===== src/rtl/i2s_dac_tx.sv =====
// i2s_dac_tx: serializes a held stereo sample pair into a Philips I2S stream.
// BCLK/LRCLK free-run from clk. Samples pass through one holding register
// into the per-frame shift source. Underrun and overrun are flagged as pulses.
module i2s_dac_tx #(
    parameter int DAC_WIDTH     = 16,
    parameter int SLOT_WIDTH    = 32,
    parameter int BCLK_HALF_DIV = 2
) (
    input  logic                 clk,
    input  logic                 reset,
    input  logic                 sample_clk_en,
    input  logic [DAC_WIDTH-1:0] dac_input_l,
    input  logic [DAC_WIDTH-1:0] dac_input_r,
    output logic                 i2s_bclk,
    output logic                 i2s_lrclk,
    output logic                 i2s_data,
    output logic                 frame_start,
    output logic                 underrun,
    output logic                 overrun
);
    localparam int FRAME_BITS = 2 * SLOT_WIDTH;
    localparam int CNT_W      = $clog2(FRAME_BITS);
    localparam int DIV_W      = (BCLK_HALF_DIV > 1) ? $clog2(BCLK_HALF_DIV) : 1;

    localparam logic [DIV_W-1:0] DIV_LAST = DIV_W'(BCLK_HALF_DIV - 1);
    localparam logic [CNT_W-1:0] BIT_LAST = CNT_W'(FRAME_BITS - 1);
    localparam logic [CNT_W-1:0] SLOT_C   = CNT_W'(SLOT_WIDTH);
    localparam logic [CNT_W-1:0] DW_C     = CNT_W'(DAC_WIDTH);

    logic [DIV_W-1:0]     div_q, div_d;
    logic                 bclk_q, bclk_d;
    logic [CNT_W-1:0]     bit_q, bit_d;
    logic                 lrclk_q, lrclk_d;
    logic                 data_q, data_d;
    logic [DAC_WIDTH-1:0] hold_l_q, hold_l_d, hold_r_q, hold_r_d;
    logic                 pending_q, pending_d;
    logic [DAC_WIDTH-1:0] frame_l_q, frame_l_d, frame_r_q, frame_r_d;
    logic                 frame_start_q, frame_start_d;
    logic                 underrun_q, underrun_d;
    logic                 overrun_q, overrun_d;

    logic                 tick, fall, wrap;
    logic [CNT_W-1:0]     bit_nx, pos_nx;
    logic                 slot_nx, bit_val;
    logic [DAC_WIDTH-1:0] word, shifted;

    // Event decode and the serial bit that goes out at the next BCLK fall.
    // Slot position 0 is the I2S one-bit delay; positions past the sample
    // width are zero-filled.
    always_comb begin
        tick    = (div_q == DIV_LAST);
        fall    = tick && bclk_q;
        wrap    = fall && (bit_q == BIT_LAST);
        bit_nx  = (bit_q == BIT_LAST) ? '0 : bit_q + 1'b1;
        slot_nx = (bit_nx >= SLOT_C);
        pos_nx  = slot_nx ? (bit_nx - SLOT_C) : bit_nx;
        word    = slot_nx ? frame_r_q : frame_l_q;
        shifted = word << (pos_nx - 1'b1);
        bit_val = ((pos_nx != '0) && (pos_nx <= DW_C)) ? shifted[DAC_WIDTH-1] : 1'b0;
    end

    // Next-state logic for the bit-clock generator, serializer and sample handoff.
    always_comb begin
        div_d         = tick ? '0 : div_q + 1'b1;
        bclk_d        = tick ? ~bclk_q : bclk_q;
        bit_d         = bit_q;
        lrclk_d       = lrclk_q;
        data_d        = data_q;
        hold_l_d      = hold_l_q;
        hold_r_d      = hold_r_q;
        pending_d     = pending_q;
        frame_l_d     = frame_l_q;
        frame_r_d     = frame_r_q;
        frame_start_d = 1'b0;
        underrun_d    = 1'b0;
        overrun_d     = 1'b0;

        if (fall) begin
            bit_d   = bit_nx;
            lrclk_d = slot_nx;
            data_d  = bit_val;
        end

        // Holding register always tracks the newest sample so that a later
        // underrun repeats the most recent pair, including a bypassed one.
        if (sample_clk_en) begin
            hold_l_d = dac_input_l;
            hold_r_d = dac_input_r;
        end

        if (wrap) begin
            frame_start_d = 1'b1;
            pending_d     = 1'b0;
            if (sample_clk_en) begin
                frame_l_d = dac_input_l;
                frame_r_d = dac_input_r;
            end else begin
                frame_l_d  = hold_l_q;
                frame_r_d  = hold_r_q;
                underrun_d = ~pending_q;
            end
        end else if (sample_clk_en) begin
            pending_d = 1'b1;
            overrun_d = pending_q;
        end
    end

    // State register with asynchronous reset.
    always_ff @(posedge clk or posedge reset) begin
        if (reset) begin
            div_q         <= '0;
            bclk_q        <= 1'b0;
            bit_q         <= '0;
            lrclk_q       <= 1'b0;
            data_q        <= 1'b0;
            hold_l_q      <= '0;
            hold_r_q      <= '0;
            pending_q     <= 1'b0;
            frame_l_q     <= '0;
            frame_r_q     <= '0;
            frame_start_q <= 1'b0;
            underrun_q    <= 1'b0;
            overrun_q     <= 1'b0;
        end else begin
            div_q         <= div_d;
            bclk_q        <= bclk_d;
            bit_q         <= bit_d;
            lrclk_q       <= lrclk_d;
            data_q        <= data_d;
            hold_l_q      <= hold_l_d;
            hold_r_q      <= hold_r_d;
            pending_q     <= pending_d;
            frame_l_q     <= frame_l_d;
            frame_r_q     <= frame_r_d;
            frame_start_q <= frame_start_d;
            underrun_q    <= underrun_d;
            overrun_q     <= overrun_d;
        end
    end

    assign i2s_bclk    = bclk_q;
    assign i2s_lrclk   = lrclk_q;
    assign i2s_data    = data_q;
    assign frame_start = frame_start_q;
    assign underrun    = underrun_q;
    assign overrun     = overrun_q;
endmodule


===== config.mk =====
export PLATFORM = sky130hd
export DESIGN_NAME = i2s_dac_tx
export DESIGN_NICKNAME = d
export VERILOG_FILES = /design/src/rtl/i2s_dac_tx.sv
export SDC_FILE = /design/constraint.sdc
export NUM_CORES = 1
export LEC_CHECK = 0
export CAP_MARGIN = 20
export CORE_MARGIN = 1
export CORE_UTILIZATION = 55
export CTS_CLUSTER_SIZE = 12
export DETAILED_ROUTE_END_ITERATION = 12
export PLACE_DENSITY = 0.77
export SYNTH_ARGS = -nofsm -noshare
export SYNTH_HDL_FRONTEND = slang
export SYNTH_SLANG_ARGS = --single-unit

===== constraint.sdc =====
create_clock -name clk -period 3 [get_ports clk]
set_input_delay 0.6 -clock clk [delete_from_list [all_inputs] [get_ports clk]]
set_output_delay 0.6 -clock clk [all_outputs]
set_load 0.01 [all_outputs]

==> flow_summary.toml, run 1 <==
[sta]
hold_ws_ns = 0.4832
maxSlewViolCount = 0
fmax_ghz = 0.3887
rsz0062_at_grt = "false"
period_needed_ns = 2.573
hold_viol = 0
skew_ns = 0.007835
fin_crit_sh_pct = 85.75
worstMarginPinSlew_ns = 0.4794
slew_headroom_pct = 67.21
fin_ws_ns = 0.4274
setup_viol = 0
fin_tns_setup_ns = 0

[clocking]
cts_made_buffers = 9
cts_max_level = 3
cts-root-buf = "clkbuf_8"
clk_pin_slew_ns = 0.08
postCtsHoldBufs = 0
cts_tree = "built"
clockBufferDepth = 2
cts_sinks = 78
cts_resized = 0
clk_latency_ns = 0.36
post_cts_buffers = 0

[global_routing]
overflow = 0
antenna_found_initial = 0
grt_usage_pct = 22.19
grt_pass1_wl_um = 10920
first_global_vias = 2269
grt_max_degree = 79

[setup_path]
path_cells = "ha_1, a21oi_2, nor2_2, mux2_2, o21ai_0, o2bb2ai_1, o2111ai_1, o211ai_2"
crit_fanout = 12
crit_type = "flip-flop to flip-flop"
crit_path_top_delay_cell = "dfrtp_1"
worstPathRequired_ns = 3.24
critPathLaunchType = "flip-flop"
setup.worst_path.end_class = "flip-flop"
slowest_delay_ns = 0.57
cp.arrival_ns = 2.81
reg2reg_depth = 8

[synthesis]
ys_ff_latch = 78
synth.avg_cell_area_um2 = 13.06
synth_top_cell_by_area = "dfrtp_1"
synth.most_common_cell = "dfrtp_1"
synth-async-reset-ratio_pct = 100.0
synth_warnings = 0
synth.area.top_cells = "dfrtp_1 55%, mux2_2 17%, mux2_1 3.5%, nand2_1 2.0%, mux4_2 1.9%"
synth_flop_cell = "dfrtp_1"
syn_inst = 274
synth_edf_count = 0
yosys.area.top_type_share_pct = 54.55
seq_area_frac_synth_pct = 54.55
syn_area_um2 = 3578
synth_fp_nets = 311
yosys-top-cells-count = "78 x dfrtp_1, 55 x mux2_2, 19 x nand2_1"
yosysUniqueCellTypes = 52

[min_path]
hold_depth = 1
hold_class = "flip-flop to flip-flop"

[final_layout]
area_growth_pct = 19.97
stdcell_area_um2 = 4293
finalNetCount = 353
antennaDiodeCount = 0
layout-drive-gt1-share_pct = 28.97
final_cells = 398
fin_util_pct = 67.99

[place]
dp.cells = 382
dp_worst_setup_slack_ns = 0.5032
place.gp.congestion = 0.8868
dpl_cell_area_um2 = 4059
dp_hpwl_um = 4555
io_buffer_count = 40

[routing]
wire_per_inst_um = 16.73
finalWirelength_um = 6659
first_pass_iters = 5
num_vias = 2300
drc = 0
drt-initial-drc-count = 109
postRouteAntennaNets = 0
vias_per_cell = 5.779

[power]
p_leak_nw = 1.905
ir_drop_uv = 399.6
power-per-cell-area_nw_per_um2 = 498.2
power_mw = 2.139

[floorplanning]
die_h_um = 82.66
die_w_um = 82.66
core_area_um2 = 6314
initial_core_util_pct = 56.68
rows = 29
io_pins = 41
dieArea_um2 = 6833

[flow_run]
drv_cap = 0

[status]
status = "complete, no violations"
## path summary, 6_finish.rpt
kind	startpoint	end	slack (ns)
worst max-delay path	bit_q[0]	i2s_data	0.43
worst min-delay path	div_q	div_q	0.48
worst max register to register	bit_q[0]	i2s_data	0.43
worst min register to register	div_q	div_q	0.48
max in group asynchronous	reset	frame_r_q[5]	2.04
min in group asynchronous	reset	hold_l_q[1]	0.65
## sequential cells by signal, summed over array words and instances (netlist names), 6 cells and up
signal and flops:
bit_q 6, frame_l_q 16, frame_r_q 16, hold_l_q 16, hold_r_q 16
## worst max-delay path, delay by kind of cell (launching register included)
| family | cells | cell delay (ns) |
|---|---|---|
| flops | 1 | 0.57 |
| compound gates | 5 | 0.80 |
| mux | 1 | 0.38 |
| simple gates | 1 | 0.33 |
| fa+ha+maj | 1 | 0.39 |
## cell families after synthesis
kind of cell / after synthesis / synth area share [%]
compound gates: 33 / 7.098
buf+inv: 20 / 2.657
fa+ha+maj: 2 / 0.6992
xor+xnor: 7 / 1.713
simple gates: 60 / 9.231
mux: 74 / 24.06
flops: 78 / 54.55
## cell type report
cell class	instances	area, um2
clock inverter	3	65.06
fill	485	2021
inverter	5	18.77
clock buffer	13	168.9
tap	77	96.34
multi-input combinational	176	1534
sequential	78	1952
timing repair buffer	46	457.9
## power breakdown
| group | total (mW) | internal, mW | leakage (nW) | switching [mW] |
|---|---|---|---|---|
| combinational | 0.137 | 0.0825 | 0.791 | 0.0548 |
| clock | 0.898 | 0.536 | 0.120 | 0.363 |
| sequential | 1.10 | 1.09 | 0.995 | 0.00962 |
| total | 2.14 | 1.71 | 1.91 | 0.427 |
## per-layer routing
layer | track usage, % | wire length (um)
met3 | 7.253 | 339
met2 | 34.67 | 3213
met5 | 0 | 0
met4 | 8.103 | 83
met1 | 28.83 | 3022
## layout by cell type (no fill, tap or decap), types with 6 or more instances in the layout
cell type / Yosys / routed
clkbuf_8: 0 / 12
clkdlybuf4s50_1: 0 / 40
dfrtp_1: 78 / 78
mux2_1: 11 / 11
mux2_2: 55 / 55
nand2_1: 19 / 19
nor2_1: 7 / 6
nor3b_1: 6 / 6
o21ai_0: 6 / 6
Note: power is estimated with default switching activity, not from simulation.
==> inputs of run 2 (changes only) <==
--- a/config.mk
+++ b/config.mk
@@ -10,7 +10,9 @@
 export CORE_UTILIZATION = 55
 export CTS_CLUSTER_SIZE = 12
 export DETAILED_ROUTE_END_ITERATION = 12
+export GPL_ROUTABILITY_DRIVEN = 0
 export PLACE_DENSITY = 0.77
+export SKIP_CTS_REPAIR_TIMING = 1
 export SYNTH_ARGS = -nofsm -noshare
 export SYNTH_HDL_FRONTEND = slang
 export SYNTH_SLANG_ARGS = --single-unit
==> run 2 against run 1 <==
Against the previous run: non-clock buffer count stayed put; clock skew is 0.0036 ns lower; register-to-register slack better by 0.03 ns; count of clock-buffer cells in the layout stayed put; critical path type unchanged.
==> flow_summary.toml, run 2 (synthesis results as in run 1) <==
[setup_path]
rrSetupSlack_ns = 0.46
crit_type = "flip-flop to flip-flop"
worstPathRequired_ns = 3.27
setup.worst_path.end_class = "flip-flop"
startpoint = "bit_q[0]"
cpLargestDelayFamily = "compound AO/OA/AOI/OAI gates"
worstPathBufferInverterCount = 0
path_cells = "ha_1, and3_1, a31oi_2, nor3_2, xnor2_1, nor4_1, o311ai_1, o211ai_2"
cp.arrival_ns = 2.82
slowest_delay_ns = 0.52
r2r_end = "i2s_data"
r2r-start = "bit_q[0]"
crit_fanout = 12
crit_path_top_delay_cell = "dfrtp_1"
cp_num_cells = 8
critPathLaunchType = "flip-flop"
endpoint = "i2s_data"
reg2reg_depth = 8

[routing]
wire_per_inst_um = 16.59
drc = 0
first_pass_iters = 4
vias_per_cell = 5.789
drt-initial-drc-count = 129
num_vias = 2304
postRouteAntennaNets = 0
finalWirelength_um = 6602

[sta]
period_needed_ns = 2.544
slew_headroom_pct = 65.88
fmax_ghz = 0.3931
hold_viol = 0
fin_crit_sh_pct = 84.79
fin_tns_setup_ns = 0
setup_viol = 0
maxSlewViolCount = 0
skew_ns = 0.004280
rsz0062_at_grt = "false"
fin_ws_ns = 0.4564
worstMarginPinSlew_ns = 0.5118

[power]
power-per-cell-area_nw_per_um2 = 497.7
power.net_switching_mw = 0.4245
seq_power_share_pct = 51.7
switching_share_pct = 19.87
internal-power_mw = 1.712
ir_drop_uv = 393.8
p_comb_share_pct = 6.5
p_leak_nw = 1.905
p_clk_share_pct = 41.8

[floorplanning]
rows = 29
core_area_um2 = 6314
dieArea_um2 = 6833
io_pins = 41
die_h_um = 82.66
initial_core_util_pct = 56.68
die_w_um = 82.66

[clocking]
clk_pin_slew_ns = 0.07
clk_latency_ns = 0.35
cts_sinks = 78
clockBufferDepth = 2
cts_tree = "built"
cts_made_buffers = 9
cts-root-buf = "clkbuf_8"
cts_max_level = 3

[final_layout]
mostFrequentLayoutCell = "dfrtp_1"
layout-drive-gt1-share_pct = 28.97
final_cells = 398
finalNetCount = 353
antennaDiodeCount = 0
area_growth_pct = 19.97
layout_common_cells = "78 x dfrtp_1, 55 x mux2_2, 40 x clkdlybuf4s50_1"

[min_path]
hold_depth = 1
hold_class = "flip-flop to flip-flop"

[place]
dp.cells = 382
io_buffer_count = 40
dp_hpwl_um = 4443
dp_worst_setup_slack_ns = 0.4892

[status]
status = "complete, no violations"

[flow_run]
drv_cap = 0

[global_routing]
use_met3_pct = 5.275
overflow = 0
first_global_vias = 2309
grt_pass1_wl_um = 11060
grt_usage_pct = 22.75
grtUsageMet1_pct = 29.19
antenna_found_initial = 0
use_met2_pct = 35.66
busiest_layer = "met2"
grt_max_degree = 79
## run 2: how the worst min path moves through the flow
stage | from | endpoint | slack, ns
after floorplan | div_q | div_q | 0.45
after global placement | div_q | div_q | 0.46
after detailed placement | div_q | div_q | 0.47
after CTS | div_q | div_q | 0.48
after global routing | frame_r_q[1] | frame_r_q[1] | 0.51
final | div_q | div_q | 0.48
## run 2: final cells by class
class | count | area, um2
repair buffers | 46 | 457.9
multi-input cells | 176 | 1534
clock inverters | 3 | 65.06
flip-flops and latches | 78 | 1952
inverters | 5 | 18.77
fillers | 472 | 2021
clock buffers | 13 | 168.9
well taps | 77 | 96.34
## run 2: worst register-to-register path, delay by kind of cell, from the launching register on
family / cells / cell delay [ns]
fa+ha+maj: 1 / 0.37
compound gates: 3 / 0.76
simple gates: 3 / 0.66
xor+xnor: 1 / 0.17
flops: 1 / 0.52
## run 2: per-layer routing
metal | share of wire, % | wire length, um
met5 | 0 | 0
met3 | 4.5 | 298
met2 | 48 | 3145
met1 | 45 | 2996
met4 | 2.4 | 161
## run 2: power by group through the flow
stage / sequential, mW / clock [mW] / combinational [mW]
final: 1.10 / 0.894 / 0.139
after global routing: 1.11 / 0.958 / 0.154
after CTS: 1.10 / 0.922 / 0.143
after detailed placement: 1.13 / 0 / 0.142
after global placement: 1.12 / 0 / 0.138
after floorplan: 1.12 / 0 / 0.0753
## run 2: through the flow
step	power (mW)	instance area, um2	hold WS (ns)	util, %
floorplan	1.197	3578	0.4473	-
finish	2.137	4293	0.4779	67.99
CTS	2.169	4293	0.4825	67.99
detailed placement	1.267	4059	0.4712	64.29
global placement	1.260	4059	0.4628	64.29
global route	2.221	4293	0.5116	67.99
==> inputs of run 3 (changes only) <==
==> constraint.sdc (replaced) <==
create_clock -name clk -period 2.6 [get_ports clk]
set_input_delay 0.52 -clock clk [delete_from_list [all_inputs] [get_ports clk]]
set_output_delay 0.52 -clock clk [all_outputs]
set_load 0.01 [all_outputs]
==> run 3 against run 2 <==
Against the previous run: worst hold slack hardly changed; sequential power is 15% higher; first-iteration DRC count increased by 25%; final cell count rose by 0.50%; global-route usage fell by 0.65 points; via count barely moved; worst setup slack got worse by 0.28 ns.
==> flow_summary.toml, run 3 (synthesis results as in run 1) <==
[status]
status = "complete, no violations"

[sta]
skew_ns = 0.008635
maxSlewViolCount = 0
slew_headroom_pct = 67.57
period_needed_ns = 2.420
setup_viol = 0
fin_tns_setup_ns = 0
hold_ws_ns = 0.4776
fin_ws_ns = 0.1801
rsz0062_at_grt = "false"
worstMarginPinSlew_ns = 0.4742
fin_crit_sh_pct = 93.07
fmax_ghz = 0.4132
hold_viol = 0

[clocking]
cts_made_buffers = 9
cts_max_level = 3
clk_pin_slew_ns = 0.08
clockBufferDepth = 2
cts-root-buf = "clkbuf_8"
cts_sinks = 78
cts_tree = "built"
clk_latency_ns = 0.35

[setup_path]
crit_type = "flip-flop to flip-flop"
setup.worst_path.end_class = "flip-flop"
r2r_end = "i2s_data"
reg2reg_depth = 8
critPathLaunchType = "flip-flop"
worstPathRequired_ns = 2.87
crit_fanout = 8
cp.arrival_ns = 2.69
r2r-start = "bit_q[0]"
rrSetupSlack_ns = 0.18

[floorplanning]
io_pins = 41
core_area_um2 = 6314
die_w_um = 82.66
initial_core_util_pct = 56.68
rows = 29
die_h_um = 82.66
dieArea_um2 = 6833

[routing]
postRouteAntennaNets = 0
finalWirelength_um = 6480
wire_per_inst_um = 16.20
num_vias = 2305
first_pass_iters = 4
vias_per_cell = 5.763
drc = 0
drt-initial-drc-count = 161

[final_layout]
layout-drive-gt1-share_pct = 29.72
antennaDiodeCount = 0
mostFrequentLayoutCell = "dfrtp_1"
final_cells = 400
finalNetCount = 355
layout_common_cells = "78 x dfrtp_1, 55 x mux2_2, 40 x clkdlybuf4s50_1"
area_growth_pct = 19.55

[flow_run]
drv_cap = 0

[global_routing]
grt_usage_pct = 22.10
grt_pass1_wl_um = 10990
overflow = 0
antenna_found_initial = 0
first_global_vias = 2275
grt_max_degree = 79

[place]
dp_hpwl_um = 4557
io_buffer_count = 40
dp_worst_setup_slack_ns = 0.1733
dp.cells = 384

[power]
p_leak_nw = 1.899
power-per-cell-area_nw_per_um2 = 539.5
ir_drop_uv = 531.3

[min_path]
hold_class = "flip-flop to flip-flop"
hold_depth = 1
holdPathEnd = "div_q"
worstHoldStart = "div_q"
## run 3: worst max path at each step
| stage | endpoint | cells after the start | startpoint |
|---|---|---|---|
| 6_report | i2s_data | 8 | bit_q[0] |
| 2_1_floorplan | bit_q[0] | 1 | reset |
| 4_1_cts | i2s_data | 8 | bit_q[0] |
| 5_1_grt | i2s_data | 8 | bit_q[0] |
| 3_3_place_gp | i2s_data | 8 | bit_q[0] |
| 3_5_place_dp | i2s_data | 8 | bit_q[0] |
## run 3: final cells by class
cell class / count / area (um2)
clock inverter: 6 / 61.31
multi-input combinational: 176 / 1536
tap: 77 / 96.34
clock buffer: 10 / 127.6
timing repair buffer: 48 / 485.5
sequential: 78 / 1952
inverter: 5 / 18.77
fill: 483 / 2036
## run 3: metrics by stage
stage	cell area (um2)	utilization [%]	power, mW
3_5_place_dp	4086	64.72	1.465
5_1_grt	4278	67.76	2.398
6_report	4278	67.76	2.308
4_1_cts	4275	67.72	2.334
2_1_floorplan	3578	-	1.381
3_3_place_gp	4086	64.72	1.457
## run 3: where the power goes
| group | switching, mW | total (mW) | leakage (nW) | internal [mW] |
|---|---|---|---|---|
| registers | 0.0114 | 1.27 | 0.995 | 1.26 |
| logic | 0.0652 | 0.163 | 0.808 | 0.0973 |
| clock network | 0.430 | 0.872 | 0.0964 | 0.442 |
| total | 0.507 | 2.31 | 1.90 | 1.80 |
## run 3: layer usage
metal | GRT usage, % | vias to the layer above | share of wire, %
met5 | 0 | - | 0
met2 | 35.33 | 65 | 48
met1 | 29.26 | 1139 | 46
met3 | 4.945 | 11 | 5.0
li1 | - | 1090 | -
met4 | 8.793 | 0 | 1.7
## run 3: critical path: stages (launching register included)
cell      delay (ns)
dfrtp_1         0.47
ha_1            0.34
and3_1          0.27
a31oi_2         0.42
nor3_2          0.10
xnor2_1         0.17
nor4_1          0.28
o311ai_1        0.16
o211ai_2        0.16
